$ cat src/rtl/fetch_pkg.sv
// Shared types and constants for the instruction fetch stage.
package fetch_pkg;

    typedef enum logic [1:0] {
        ST_IDLE = 2'd0,
        ST_WAIT = 2'd1,
        ST_DROP = 2'd2
    } fetch_state_t;

    localparam logic [31:0] DEFAULT_RESET_PC = 32'h0000_0000;
    localparam int          INS_BYTES        = 4;

    typedef struct packed {
        logic [31:0] pc;
        logic [31:0] ins;
    } fetch_entry_t;

    function automatic logic [31:0] align_pc(input logic [31:0] a);
        return a & ~32'h3;
    endfunction

endpackage

$ cat src/rtl/fetch_if.sv
// Fetch-stage bus: instruction-memory request/ack side plus core-facing valid/ready side.
interface fetch_if;
    logic        imem_req;
    logic [31:0] imem_addr;
    logic        imem_ack;
    logic [31:0] imem_data;
    logic        redirect;
    logic [31:0] redirect_pc;
    logic        ins_valid;
    logic [31:0] ins;
    logic [31:0] ins_pc;
    logic        ins_ready;

    modport master (
        output imem_req, imem_addr, ins_valid, ins, ins_pc,
        input  imem_ack, imem_data, redirect, redirect_pc, ins_ready
    );

    modport slave (
        input  imem_req, imem_addr, ins_valid, ins, ins_pc,
        output imem_ack, imem_data, redirect, redirect_pc, ins_ready
    );
endinterface

$ cat src/rtl/fetch_fifo.sv
// Prefetch queue of {pc, ins} entries with synchronous flush and occupancy count.
module fetch_fifo
    import fetch_pkg::*;
#(
    parameter  int DEPTH = 2,
    localparam int AW    = $clog2(DEPTH),
    localparam int CW    = AW + 1
) (
    input  logic         clk,
    input  logic         rst,
    input  logic         flush,
    input  logic         push,
    input  fetch_entry_t push_data,
    input  logic         pop,
    output fetch_entry_t head,
    output logic         full,
    output logic         empty,
    output logic [CW-1:0] count
);
    fetch_entry_t  mem [DEPTH];
    logic [AW-1:0] rd_ptr, wr_ptr;
    logic          do_push, do_pop;

    assign empty   = (count == '0);
    assign full    = (count == CW'(DEPTH));
    assign do_push = push && !full;
    assign do_pop  = pop && !empty;
    assign head    = mem[rd_ptr];

    always_ff @(posedge clk or posedge rst) begin
        if (rst) begin
            rd_ptr <= '0;
            wr_ptr <= '0;
            count  <= '0;
            for (int i = 0; i < DEPTH; i++) mem[i] <= '0;
        end else if (flush) begin
            rd_ptr <= '0;
            wr_ptr <= '0;
            count  <= '0;
        end else begin
            if (do_push) begin
                mem[wr_ptr] <= push_data;
                wr_ptr      <= wr_ptr + 1'b1;
            end
            if (do_pop) rd_ptr <= rd_ptr + 1'b1;
            count <= count + CW'(do_push) - CW'(do_pop);
        end
    end
endmodule

$ cat src/rtl/fetch_unit.sv
// Instruction fetch stage: sequential PC generation, imem req/ack, prefetch queue, redirect.
// Optional FETCH_PERF_EN adds saturating stall/flush counters.
module fetch_unit
    import fetch_pkg::*;
#(
    parameter logic [31:0] RESET_PC = DEFAULT_RESET_PC,
    parameter int          DEPTH    = 2
) (
    input  logic        clk,
    input  logic        rst,
    fetch_if.master     bus
`ifdef FETCH_PERF_EN
    ,
    output logic [31:0] stall_cnt,
    output logic [31:0] flush_cnt
`endif
);
    localparam int CW = $clog2(DEPTH) + 1;

    fetch_state_t  state;
    logic [31:0]   fetch_pc, next_pc, addr_q;
    logic          req_q;
    fetch_entry_t  head, push_data;
    logic          full, empty, push, pop, wait_credit;
    logic [CW-1:0] count;
    logic [CW:0]   occ_after;

    assign next_pc   = fetch_pc + 32'(INS_BYTES);
    assign push      = (state == ST_WAIT) && bus.imem_ack && !bus.redirect;
    assign pop       = !empty && bus.ins_ready && !bus.redirect;
    assign push_data = '{pc: fetch_pc, ins: bus.imem_data};

    // Occupancy after this cycle's push/pop decides whether the next request may go out at once.
    assign occ_after   = {1'b0, count} + (CW+1)'(1) - (CW+1)'(pop);
    assign wait_credit = occ_after < (CW+1)'(DEPTH);

    fetch_fifo #(.DEPTH(DEPTH)) u_fifo (
        .clk      (clk),
        .rst      (rst),
        .flush    (bus.redirect),
        .push     (push),
        .push_data(push_data),
        .pop      (pop),
        .head     (head),
        .full     (full),
        .empty    (empty),
        .count    (count)
    );

    always_ff @(posedge clk or posedge rst) begin
        if (rst) begin
            state    <= ST_IDLE;
            fetch_pc <= RESET_PC;
            req_q    <= 1'b0;
            addr_q   <= RESET_PC;
        end else if (bus.redirect) begin
            fetch_pc <= align_pc(bus.redirect_pc);
            // An ack landing with the redirect completes the old request, so nothing is left to drop.
            if (state != ST_IDLE) begin
                if (bus.imem_ack) begin
                    state <= ST_IDLE;
                    req_q <= 1'b0;
                end else begin
                    state <= ST_DROP;
                end
            end
        end else begin
            case (state)
                ST_IDLE: begin
                    if (!full) begin
                        req_q  <= 1'b1;
                        addr_q <= fetch_pc;
                        state  <= ST_WAIT;
                    end
                end
                ST_WAIT: begin
                    if (bus.imem_ack) begin
                        fetch_pc <= next_pc;
                        if (wait_credit) begin
                            addr_q <= next_pc;
                        end else begin
                            req_q <= 1'b0;
                            state <= ST_IDLE;
                        end
                    end
                end
                ST_DROP: begin
                    if (bus.imem_ack) begin
                        req_q <= 1'b0;
                        state <= ST_IDLE;
                    end
                end
                default: begin
                    req_q <= 1'b0;
                    state <= ST_IDLE;
                end
            endcase
        end
    end

    assign bus.imem_req  = req_q;
    assign bus.imem_addr = addr_q;
    assign bus.ins_valid = !empty;
    assign bus.ins       = head.ins;
    assign bus.ins_pc    = head.pc;

`ifdef FETCH_PERF_EN
    always_ff @(posedge clk or posedge rst) begin
        if (rst) begin
            stall_cnt <= '0;
            flush_cnt <= '0;
        end else begin
            if (bus.ins_ready && empty && stall_cnt != '1) stall_cnt <= stall_cnt + 32'd1;
            if (bus.redirect && flush_cnt != '1) flush_cnt <= flush_cnt + 32'd1;
        end
    end
`endif
endmodule

$ cat src/flat_wrapper.sv
// flat-port wrapper written by rule: the top's interface ports become plain ports
module fetch_unit_flat import fetch_pkg::*;
#(
    parameter logic [31:0] RESET_PC = DEFAULT_RESET_PC,
    parameter int          DEPTH    = 2
)
  (clk, rst, bus_imem_req, bus_imem_addr, bus_ins_valid, bus_ins, bus_ins_pc, bus_imem_ack, bus_imem_data, bus_redirect, bus_redirect_pc, bus_ins_ready);
  fetch_if bus_i ();
  input  logic clk;
  input  logic rst;
  output wire logic [$bits(bus_i.imem_req)-1:0] bus_imem_req;
  output wire logic [$bits(bus_i.imem_addr)-1:0] bus_imem_addr;
  output wire logic [$bits(bus_i.ins_valid)-1:0] bus_ins_valid;
  output wire logic [$bits(bus_i.ins)-1:0] bus_ins;
  output wire logic [$bits(bus_i.ins_pc)-1:0] bus_ins_pc;
  input wire logic [$bits(bus_i.imem_ack)-1:0] bus_imem_ack;
  input wire logic [$bits(bus_i.imem_data)-1:0] bus_imem_data;
  input wire logic [$bits(bus_i.redirect)-1:0] bus_redirect;
  input wire logic [$bits(bus_i.redirect_pc)-1:0] bus_redirect_pc;
  input wire logic [$bits(bus_i.ins_ready)-1:0] bus_ins_ready;
  assign bus_imem_req = bus_i.imem_req;
  assign bus_imem_addr = bus_i.imem_addr;
  assign bus_ins_valid = bus_i.ins_valid;
  assign bus_ins = bus_i.ins;
  assign bus_ins_pc = bus_i.ins_pc;
  assign bus_i.imem_ack = bus_imem_ack;
  assign bus_i.imem_data = bus_imem_data;
  assign bus_i.redirect = bus_redirect;
  assign bus_i.redirect_pc = bus_redirect_pc;
  assign bus_i.ins_ready = bus_ins_ready;
  fetch_unit #(.RESET_PC(RESET_PC), .DEPTH(DEPTH)) u_core (.clk(clk), .rst(rst), .bus(bus_i));
endmodule
$ cat config.mk
export PLATFORM = sky130hd
export DESIGN_NAME = fetch_unit_flat
export DESIGN_NICKNAME = d
export VERILOG_FILES = /design/src/rtl/fetch_pkg.sv /design/src/rtl/fetch_if.sv /design/src/rtl/fetch_fifo.sv /design/src/rtl/fetch_unit.sv /design/src/flat_wrapper.sv
export SDC_FILE = /design/constraint.sdc
export NUM_CORES = 1
export LEC_CHECK = 0
export ABC_AREA = 0
export CAP_MARGIN = 5
export CORE_ASPECT_RATIO = 0.5
export CORE_MARGIN = 1.5
export CORE_UTILIZATION = 53
export CTS_CLUSTER_SIZE = 14
export DETAILED_ROUTE_END_ITERATION = 10
export GPL_TIMING_DRIVEN = 0
export PLACE_DENSITY_LB_ADDON = 0.2
export SYNTH_ARGS = -nofsm -noshare
export SYNTH_HDL_FRONTEND = slang
export SYNTH_HIERARCHICAL = 1
export SYNTH_SLANG_ARGS = --single-unit
$ cat constraint.sdc
create_clock -name clk -period 6.4 [get_ports clk]
set_input_delay 1.92 -clock clk [delete_from_list [all_inputs] [get_ports clk]]
set_output_delay 1.92 -clock clk [all_outputs]
set_load 0.01 [all_outputs]
* Word level (Yosys, flattened, before mapping) *
Cells that the tools add are included.

operators by class
  $lt $le $gt $ge = 4
  mux-type cells = 33
  div/mod/pow operators = 0
  shifts and indexed selects = 0
  bitwise operators = 3
  reductions and logical operators = 23
  equality and inequality tests = 11
  add/sub/neg operators = 7
  $mul = 0

operators with widths
  cell                     number
  $mux W64                 4
  $mux W32                 6
  $bwmux W128              1
  $demux W64 S1            1
  $pmux W32 S2             1
  $add A32 B3 Y32 const B  1
  $mux W2                  8
  $ne A3 B3 Y1 const B     4
  $reduce_bool A2 Y1       6
  $mux W1                  10
  $reduce_and A5 Y1        2
  $logic_and A1 B1 Y1      7
  $pmux W2 S3              1
  $eq A2 B2 Y1 const B     2
  $ge A2 B2 Y1 const B     2
  $logic_not A2 Y1         2
  $ne A2 B1 Y1 const B     2
  $ne A2 B2 Y1 const B     2
  $not A1 Y2               2
  $reduce_and A2 Y1        2
  $reduce_and A4 Y1        1
  $add A2 B1 Y3 const B    1
  $logic_not A1 Y1         3
  $lt A3 B2 Y1 const B     1
  other kinds (8)          9

word-level totals
  bits of input ports = 69
  flip-flop bits (word level) = 199
  memories kept = 0
  bits in latches = 0
  bits in writable memories = 0
  bits in read-only memories = 0

* Longest topological paths before layout *
Gate-level depths: netlist of the first run.

  depth after elaboration = 10
  mapped depth = 10
  depth with buffers taken out = 10

* By module *
Netlist of the first run, hierarchy kept.

by module, submodules not included
  module      cells each  seq. area each (um^2)  times used  area each (um^2)
  fetch_fifo  366         3303.2                 1           5746.8
  fetch_unit  397         1576.5                 1           3709.8

* Least setup slack after synthesis of the first run *
No wires, ideal clock.

  path type = in2reg
  start = input port bus_imem_ack
  end = register u_core/u_fifo/mem[115] in the netlist's numbering
  setup slack = 2.649 ns
  setup time = 0.125 ns
  buffers on the path = 1
  arrival = 3.627 ns
  cell stages on the path = 6
  cell sequence = nand2_1 -> nor3_1 -> inv_1 -> nor4_4 -> buf_6 -> mux2_2

between the ends
  longest elaborated chain between the ends = 4

ends and longest elaborated chain
  item                               RTL line            source
  start: declaration                 flat_wrapper.sv:16  input wire logic [$bits(bus_i.imem_ack)-1:0] bus_imem_ack;
  $logic_and A1 B1 Y1 (2 in series)  fetch_unit.sv:29    assign push = (state == ST_WAIT) && bus.imem_ack && !bus.redirect;
  named net u_core.push              fetch_unit.sv:24    logic full, empty, push, pop, wait_credit;
  $logic_and A1 B1 Y1                fetch_fifo.sv:26    assign do_push = push && !full;
  $reduce_and A2 Y1 (no line)        n/a
  end signal: indexed assignment     fetch_fifo.sv:42    mem[wr_ptr] <= push_data;
  end: declaration                   fetch_fifo.sv:20    fetch_entry_t mem [DEPTH];

The timed path passes the listed nets, and every way through them passes these cells.
A chain may end at the register's enable or synchronous reset.

* Final worst setup path of the first run *
  start = register u_core.u_fifo.rd_ptr
  end = output port bus_ins_pc[1]

between the ends
  longest elaborated chain between the ends = 4

ends and longest elaborated chain
  item                                          RTL line            source
  start: declaration                            fetch_fifo.sv:21    logic [AW-1:0] rd_ptr, wr_ptr;
  start signal: assignment                      fetch_fifo.sv:45    if (do_pop) rd_ptr <= rd_ptr + 1'b1;
  $not A1 Y2 (implied by the code)              fetch_fifo.sv:28    assign head = mem[rd_ptr];
  $mux W64 (implied by the code) (3 in series)  fetch_fifo.sv:28
  end: declaration                              flat_wrapper.sv:15  output wire logic [$bits(bus_i.ins_pc)-1:0] bus_ins_pc;

Every way passes these cells. The select of a mux whose other input is x is not followed.

==> summary.md, run 1 <==
| Metric | Value |
|---|---|
| Outcome | finished, final reports clean |
| Average wire per standard cell | 18.0 µm |
| IO Port Bufs | between 150 and 200 |
| Ys flop type | dfrtp_1 |
| CTS Buffer Depth | 2 |
| Top cell type's share of synthesized area | 51.6% |
| First-pass GRT wire length | roughly 35 mm |
| Tot Pwr | 3.59 mW |
| DR vias/cell | about 5.5 |
| Vias in the first global route | 6654 |
| Hold path start | u_core/bus.imem_addr[9] |
| Core box area | between 0.015 and 0.02 mm² |
| Final Hold Slack | 0.486 ns |
| Post-Syn Instances | 763 |
| Hpwl dp | 15.5 mm |
| Cells on worst reg2reg path | 7 |
| Finished Cell Area | 0.0120 mm² |
| Final Hold Violating Endpoints | 0 |
| Avg Inst Size Synth | 12.4 µm² |
| Syn-to-layout area delta | 26.7% |
| CTS tree | built |
| Crit Path Max Fanout | 10 |
| Worst-path clk slew | 0.08 ns |
| Gr usage total | around a quarter |
| Placed cell area | 0.0114 mm² |
| Worst r2r src | u_core/state[0] |
| Antenna Cells | 0 |
| Count of state elements after synthesis | 195 |
| Placed cells | 1166 |
| RePlAce Congestion | 0.835 |
| Routed wire length | 21.5 mm |
| Power Density | 300 mW/mm² |
| Synth Warn # | 6 |
| Worst-margin pin slew | 0.926 ns |
| Number of synthesized flops with an enable pin | 0 |
| Initial antenna violation count | 0 |
| H-tree Lvls | 4 |
| Worst Hold Endpoint | u_core/bus.imem_addr[9] |
| Initial core utilization | 54.4% |
| CTS buffer count | 17 |
| Final setup violation count | 0 |
| Final WS setup | ~1.7 ns |
| CP Capture Type | output port |
| Reg-to-reg endpoint | u_core/u_fifo/mem[92] |
| Worst EP required | between 4 and 5 ns |
| Routed Antenna Nets | 0 |
| Post-CTS Setup Bufs | 0 |
| Final TNS setup | 0 ns |
| DRC Markers | 0 |
| Row count | 34 |
| Crit path arrival time | between 2 and 3 ns |
| DR iter-0 viols | ~240 |
| Final non-filler cell total | around 1200 |
| Final period utilization | around three quarters |
| CTS resizes | 0 |
| Die Span Y | 97.5 µm |
| Worst hold-check path type | reg2reg |
| DR pass1 iterations | 4 |
| Final design utilization | 68.9% |
| Reg-to-reg setup timing slack | 3.53 ns |
| GRT overflow | 0 |
| WHS Path Cells | 2 |
| Max transition margin | 37.8% |
| Post-synthesis async set-or-reset flop share | 100% |
| CTS Hold Bufs | 0 |
| Synth area leaders | dfrtp_1 (52%), mux2_2 (23%), nand2_1 (3.2%), xor2_1 (2.9%), xnor2_1 (2.5%) |
| Final Max Tran Viols | 0 |
| Layout cells sized above 1 | 28.9% |
| Peak supply drop | 0.203 mV |
| Clock sink total | 195 |
| DR vias | 6528 |
| Nature of the critical path startpoint | flop |
| RSZ-0062 raised after global routing | no |
| Leakage Power | 5.19 nW |
| DP Worst Slack | 1.53 ns |
| FMAX | 0.212 GHz |
| Crit path kind | reg2out |
| Leading area contributor after synthesis | dfrtp_1 |
| Post-synthesis cell type count | between 50 and 60 |
| Mapped Area | 0.00946 mm² |
| Period minus WS final | 4.72 ns |
| Maxcap violations | 0 |
| Worst-Skew Late Latency | roughly 0.44 ns |
| Root Buffer | clkbuf_16 |
| Sequential element share of the synthesized area | 51.6% |
| Die Wd | around 190 µm |
| FILL cells | approximately 1300 |
| Clock Skews | 0.0127 ns |
| Largest net degree at the start of global routing | 74 |
| Die area | 0.0187 mm² |
| IO Count | 167 |
| Nets | 1023 |
## cell usage in the layout, fill, tap and decap left out, types with 3 or more instances in the layout
master	count
nor2_1	12
dfrtp_1	195
buf_2	14
inv_6	3
xor2_1	31
o21ai_1	19
nor3_2	3
inv_1	7
and2_1	4
mux2_2	189
clkdlybuf4s50_1	162
clkbuf_8	5
nor4_1	5
nand2_1	81
buf_12	3
buf_4	3
mux2i_1	4
nor2b_1	3
nand4_1	14
clkbuf_16	17
clkinvlp_4	5
and3_1	10
nand3_1	10
o21ai_0	38
conb_1	6
clkbuf_1	17
mux2_1	4
xnor2_1	27
buf_6	9
ha_1	3
nor3_1	12
and4_1	6
## final cells by class
cell class                 count  area [µm²]  share of cell area [%]
timing repair buffer         164        1670                    13.9
multi-input combinational    515        4200                    35.0
clock buffer                  19         433                    3.61
sequential                   195        4880                    40.7
clock inverter                11         108                   0.898
buffer                        49         364                    3.04
tap                          234         293                    2.44
inverter                       9        38.8                   0.324
## registers in the layout, summed over array words and instances (netlist names)
register,flops
u_core/bus.imem_req,1
u_core/state,2
u_core/u_fifo/wr_ptr,1
u_core/u_fifo/mem,128
u_core/u_fifo/count,2
u_core/fetch_pc,30
u_core/bus.imem_addr,30
u_core/u_fifo/rd_ptr,1
## synthesized netlist by cell type (5+ instances only)
master / instances
and3_1: 10
and4_1: 6
buf_2: 14
buf_6: 9
clkbuf_1: 15
clkbuf_8: 5
dfrtp_1: 195
inv_1: 9
mux2_2: 189
nand2_1: 81
nand3_1: 10
nand4_1: 14
nor2_1: 12
nor3_1: 12
nor4_1: 5
o21ai_0: 38
o21ai_1: 19
xnor2_1: 27
xor2_1: 31
## logic make-up after synthesis
logic type	Yosys count	share of synthesized area, %
simple gates	181	10.9
flops	195	51.6
buf+inv	58	4.21
mux	197	23.4
other cells	1	0.0397
xor+xnor	58	5.37
fa+ha+maj	3	0.397
compound gates	70	4.06
## report_power, final
group | leakage [nW] | internal [mW] | total (mW) | switching, mW
combinational | 2.45 | 0.604 | 0.978 | 0.374
clock | 0.248 | 0.535 | 1.01 | 0.477
sequential | 2.50 | 1.46 | 1.60 | 0.142
## worst max-delay path: stages, from the launching register on
cell and delay (ns):
dfrtp_1 0.35, clkbuf_1 0.53, clkbuf_1 0.57, mux2_2 0.42, clkdlybuf4s50_1 0.48
## how the worst max path moves through the flow
stage	start	depth (start not counted)	end	slack [ns]
after floorplan	rst	1	u_core/u_fifo/count[0]	0.95
after global placement	rst	2	u_core/u_fifo/mem[15]	-0.89
after detailed placement	bus_imem_ack	7	u_core/u_fifo/mem[92]	1.53
after CTS	u_core/u_fifo/rd_ptr	4	bus_ins_pc[1]	1.65
after global routing	u_core/u_fifo/rd_ptr	4	bus_ins_pc[1]	1.54
final	u_core/u_fifo/rd_ptr	4	bus_ins_pc[1]	1.68
## routing by layer
layer	global-route usage, %	up-vias	routed length, µm
met1	34.4	3284	10400
met2	37.2	172	9810
li1	-	3049	-
met4	6.43	0	245
met5	0	-	0
met3	4.66	23	1060
Note: power is estimated with default switching activity, not from simulation.
==> run 2: changes to the inputs <==
- clock period: 6.4 -> 4.9 ns (I/O delays scaled with it)
==> summary.md, run 2 (synthesis results as in run 1) <==
| Metric | Value |
|---|---|
| Period minus WS final | 4.27 ns |
| Row count | 34 |
| Gr usage total | 24.4% |
| Average wire per standard cell | 18.1 µm |
| Worst-margin pin slew | 1.01 ns |
| Largest Register | u_core/u_fifo/mem |
| Outcome | finished, final reports clean |
| Nets | 1025 |
| WHS Path Cells | 2 |
| Final Hold Violating Endpoints | 0 |
| Maxcap violations | 0 |
| Core box area | 0.0174 mm² |
| DR pass1 iterations | 5 |
| CP Capture Type | output port |
| Clock Skews | around 0.013 ns |
| Final period utilization | 87.2% |
| Initial antenna violation count | 0 |
| GRT overflow | 0 |
| DR vias/cell | 5.42 |
| Crit path arrival time | 2.80 ns |
| Routed Antenna Nets | 0 |
| Worst Hold Endpoint | u_core/bus.imem_addr[16] |
| Syn-to-layout area delta | 27.1% |
| Nature of the critical path startpoint | flop |
| Worst hold-check path type | reg2reg |
| Antenna Cells | 0 |
| Largest net degree at the start of global routing | 38 |
| Crit path kind | reg2out |
| Hold path start | u_core/bus.imem_addr[16] |
| IO Count | 167 |
| Die area | 0.0187 mm² |
| Worst EP required | 3.43 ns |
| Worst r2r src | u_core/state[0] |
| Leakage Power | approximately 5.2 nW |
| FMAX | 0.234 GHz |
| Final Hold Slack | 0.486 ns |
| CTS resizes | 0 |
| Die Span Y | between 90 and 100 µm |
| RePlAce Congestion | 0.842 |
| Initial core utilization | roughly 54% |
| Routed wire length | between 20 and 25 mm |
| Tot Pwr | 4.68 mW |
| Final setup violation count | 0 |
| Vias in the first global route | between 6000 and 7000 |
| Worst-Skew Late Latency | between 0.4 and 0.5 ns |
| Peak supply drop | between 0.2 and 0.3 mV |
| Power Density | 390 mW/mm² |
| Commonest non-fill, non-tap cell in the layout | dfrtp_1 |
| CTS buffer count | 17 |
| Most frequent cells in the layout | dfrtp_1 (195), mux2_2 (189), clkdlybuf4s50_1 (162), nand2_1 (81), o21ai_0 (38) |
| Max reg flops | approximately 130 |
| Final Max Tran Viols | 0 |
| Hpwl dp | 15.9 mm |
| Post-CTS Setup Bufs | 0 |
| DR vias | 6506 |
| Max transition margin | between 30% and 40% |
| CTS tree | built |
| Final TNS setup | 0 ns |
| Crit Path Max Fanout | 10 |
| RSZ-0062 raised after global routing | no |
| DR iter-0 viols | 292 |
| Reg-to-reg endpoint | u_core/u_fifo/mem[104] |
| Final design utilization | approximately 69% |
| CTS Hold Bufs | 0 |
| IO Port Bufs | 162 |
| Final WS setup | 0.626 ns |
| Clock sink total | 195 |
| CTS Buffer Depth | 2 |
| H-tree Lvls | 4 |
| Layout cells sized above 1 | 29.2% |
| Cells on worst reg2reg path | 7 |
| Die Wd | 192 µm |
| DP Worst Slack | just over 0.3 ns |
| Reg-to-reg setup timing slack | 1.90 ns |
| First-pass GRT wire length | 35.3 mm |
| Worst-path clk slew | 0.08 ns |
| DRC Markers | 0 |
| Root Buffer | clkbuf_16 |
-- run 2: changes by cell type in the layout (fill, tap and decap cells not counted) --
cell	delta
buf_16	-1
inv_6	+3
clkbuf_8	+1
buf_12	+3
bufinv_16	-1
clkinvlp_4	-1
-- run 2: per-layer routing --
metal	part of all wire, %	vias up	track usage [%]
met2	47	137	39.2
met5	0	-	0
met4	0.75	0	4.93
met3	4.4	17	4.44
met1	48	3301	34.8
li1	-	3051	-
-- run 2: critical path, cell delays in order (launching register included) --
cell	delay (ns)
dfrtp_1	0.34
clkbuf_1	0.51
clkbuf_1	0.60
mux2_2	0.43
clkdlybuf4s50_1	0.48
-- run 2: how the worst max path moves through the flow --
stage | from | end | slack (ns) | cells past startpoint
final | u_core/u_fifo/rd_ptr | bus_ins_pc[0] | 0.63 | 4
after global routing | u_core/u_fifo/rd_ptr | bus_ins_pc[0] | 0.46 | 4
after CTS | u_core/u_fifo/rd_ptr | bus_ins_pc[0] | 0.60 | 4
after detailed placement | bus_imem_ack | u_core/u_fifo/mem[118] | 0.31 | 7
after global placement | bus_imem_ack | u_core/u_fifo/mem[117] | 0.48 | 7
after floorplan | bus_imem_ack | u_core/u_fifo/mem[115] | 1.60 | 6
-- run 2: where the power goes --
group	leakage, nW	total [mW]	switching, mW	internal [mW]
Sequential	2.50	2.09	0.185	1.90
Clock	0.259	1.31	0.637	0.675
Combinational	2.46	1.28	0.490	0.791
Total	5.21	4.68	1.31	3.37
-- run 2: final cells by class --
type | instances | area [µm²]
Buffer | 49 | 364
Clock buffer | 20 | 447
Clock inverter | 12 | 97.6
Fill cell | 1300 | 5380
Inverter | 9 | 37.5
Multi-Input combinational cell | 515 | 4200
Sequential cell | 195 | 4880
Tap cell | 234 | 293
Timing Repair Buffer | 166 | 1700
-- run 2: stage by stage --
step                cell area, µm²  std cells
finish                       12000       1200
global route                 12000       1200
CTS                          12000       1200
detailed placement           11500       1168
global placement             11400       1164
floorplan                     9480        768
==> run 3: changes to the inputs <==
==> constraint.sdc (replaced) <==
create_clock -name clk -period 4.9 [get_ports clk]
set_input_delay 1.47 -clock clk [delete_from_list [all_inputs] [get_ports clk]]
set_output_delay 1.47 -clock clk [all_outputs]
set_load 0.1 [all_outputs]
==> summary.md, run 3 (synthesis results as in run 1) <==
| Metric | Value |
|---|---|
| Routed Antenna Nets | 0 |
| WHS Path Cells | 2 |
| Initial antenna violation count | 0 |
| CTS buffer count | 17 |
| Critical path depth | 4 |
| First-pass GRT wire length | around 35 mm |
| CTS Buffer Depth | 2 |
| Crit Path Max Fanout | 10 |
| Core box area | around 0.017 mm² |
| Layout cells sized above 1 | 29.2% |
| Most frequent cells in the layout | dfrtp_1 (195), mux2_2 (189), clkdlybuf4s50_1 (143), nand2_1 (81), o21ai_0 (38) |
| Vias in the first global route | 6786 |
| Peak supply drop | ~0.42 mV |
| Placed cell area | 0.0115 mm² |
| DR vias | 6523 |
| CTS Hold Bufs | 0 |
| Die Wd | 192 µm |
| Outcome | finished, final reports clean |
| FMAX | 0.211 GHz |
| Leakage Power | about 5.4 nW |
| FILL cells | roughly 1300 |
| Die Span Y | 97.5 µm |
| Hpwl dp | 15.9 mm |
| Initial core utilization | 54.4% |
| DRC Markers | 0 |
| Worst Path Buf+Inv | 3 |
| Antenna Cells | 0 |
| Gr usage total | between 20% and 30% |
| Final setup violation count | 0 |
| Largest Register | u_core/u_fifo/mem |
| Clock Skews | 0.0134 ns |
| Nature of the critical path startpoint | flop |
| Average wire per standard cell | about 18 µm |
| Crit path kind | reg2out |
| Final WS setup | 0.171 ns |
| DR vias/cell | between 5 and 6 |
| Worst-Skew Late Latency | 0.43 ns |
| DP Worst Slack | 0.307 ns |
| H-tree Lvls | 4 |
| Largest net degree at the start of global routing | 38 |
| Most frequent CP cell | clkbuf_1 |
| Final TNS setup | 0 ns |
| Routed wire length | 21.8 mm |
| Worst-margin pin slew | 1.05 ns |
| Final period utilization | a little over nine tenths |
| DR iter-0 viols | 324 |
| Critical path's top delay family | buffers and inverters |
| Worst EP required | roughly 3.4 ns |
| IO Port Bufs | between 150 and 200 |
| Clock sink total | 195 |
| RePlAce Congestion | 0.842 |
| Worst-path clk slew | 0.08 ns |
| Final Max Tran Viols | 0 |
| RSZ-0062 raised after global routing | no |
| Final design utilization | a little over two thirds |
| Period minus WS final | 4.73 ns |
| Final Hold Slack | just under 0.5 ns |
| IO Count | 167 |
| CTS tree | built |
| GRT overflow | 0 |
| CP Capture Type | output port |
| Row count | 34 |
| Root Buffer | clkbuf_16 |
| Post-CTS Setup Bufs | 0 |
| Maxcap violations | 0 |
| Max reg flops | 128 |
| Syn-to-layout area delta | 27.6% |
| Max stage delay cell, worst path | clkdlybuf4s50_1 |
| Max incr delay on CP | about 1.1 ns |
| CP cell instances | clkbuf_1 -> clkbuf_1 -> mux2_2 -> clkdlybuf4s50_1 |
| Power Density | 519 mW/mm² |
| Crit path arrival time | between 3 and 4 ns |
| DR pass1 iterations | 5 |
| Finished Cell Area | ~0.012 mm² |
| Die area | around 0.019 mm² |
| Max transition margin | between 20% and 30% |
| Final Hold Violating Endpoints | 0 |
| Nets | 1025 |
| Commonest non-fill, non-tap cell in the layout | dfrtp_1 |
| Cells on worst reg2reg path | 7 |
| Worst hold-check path type | reg2reg |
==> run 3: cell count changes in the layout (fill, tap and decap cells not counted), sizes merged <==
cell	previous run	this run
clkdlybuf4s50	162	143
dlymetal6s2s	0	19
==> run 3: path summary, 6_finish.rpt <==
kind | startpoint | endpoint | slack (ns)
setup / recovery | u_core/u_fifo/rd_ptr | bus_ins_pc[31] | 0.17
setup reg to reg | u_core/state[0] | u_core/u_fifo/mem[104] | 1.87
hold reg to reg | u_core/bus.imem_addr[16] | u_core/bus.imem_addr[16] | 0.49
hold / removal | u_core/bus.imem_addr[16] | u_core/bus.imem_addr[16] | 0.49
max in group asynchronous | rst | u_core/u_fifo/mem[82] | 2.50
min in group asynchronous | rst | u_core/u_fifo/mem[116] | 1.54
==> run 3: routing by layer <==
layer / wire [µm] / track usage, %
met1: 10200 / 34.8
met2: 10300 / 39.2
met3: 1140 / 4.44
met4: 163 / 4.93
met5: 0 / 0
==> run 3: tightest hold or removal path: cells and delay by family, from the launching register on <==
| kind | cells | cell delay, ns |
|---|---|---|
| flops | 1 | 0.35 |
| compound gates | 1 | 0.06 |
| simple gates | 1 | 0.05 |
==> run 3: area by class of cell <==
cell class | count | area [µm²] | share of cell area (%)
Sequential cell | 195 | 4880 | 40.4
Multi-Input combinational cell | 515 | 4200 | 34.8
Timing Repair Buffer | 166 | 1750 | 14.5
Clock buffer | 20 | 447 | 3.70
Buffer | 49 | 364 | 3.02
Tap cell | 234 | 293 | 2.43
Clock inverter | 12 | 97.6 | 0.809
Inverter | 9 | 37.5 | 0.311
==> run 3: per-stage QoR <==
step	instances	power, mW
CTS	1200	6.31
global placement	1164	4.93
floorplan	768	4.32
finish	1200	6.26
detailed placement	1168	4.99
global route	1200	6.50
==> run 3: repair_timing <==
| item | CTS | global route |
|---|---|---|
| hold endpoints to repair | 0 | 0 |
| gates resized for setup | 0 | 19 |
| setup endpoints to repair | 0 | 19 |
==> run 3: power breakdown <==
group	switching, mW	leakage (nW)	internal (mW)	total [mW]
registers	0.185	2.50	1.90	2.09
logic	2.08	2.67	0.781	2.86
clock network	0.640	0.259	0.675	1.32
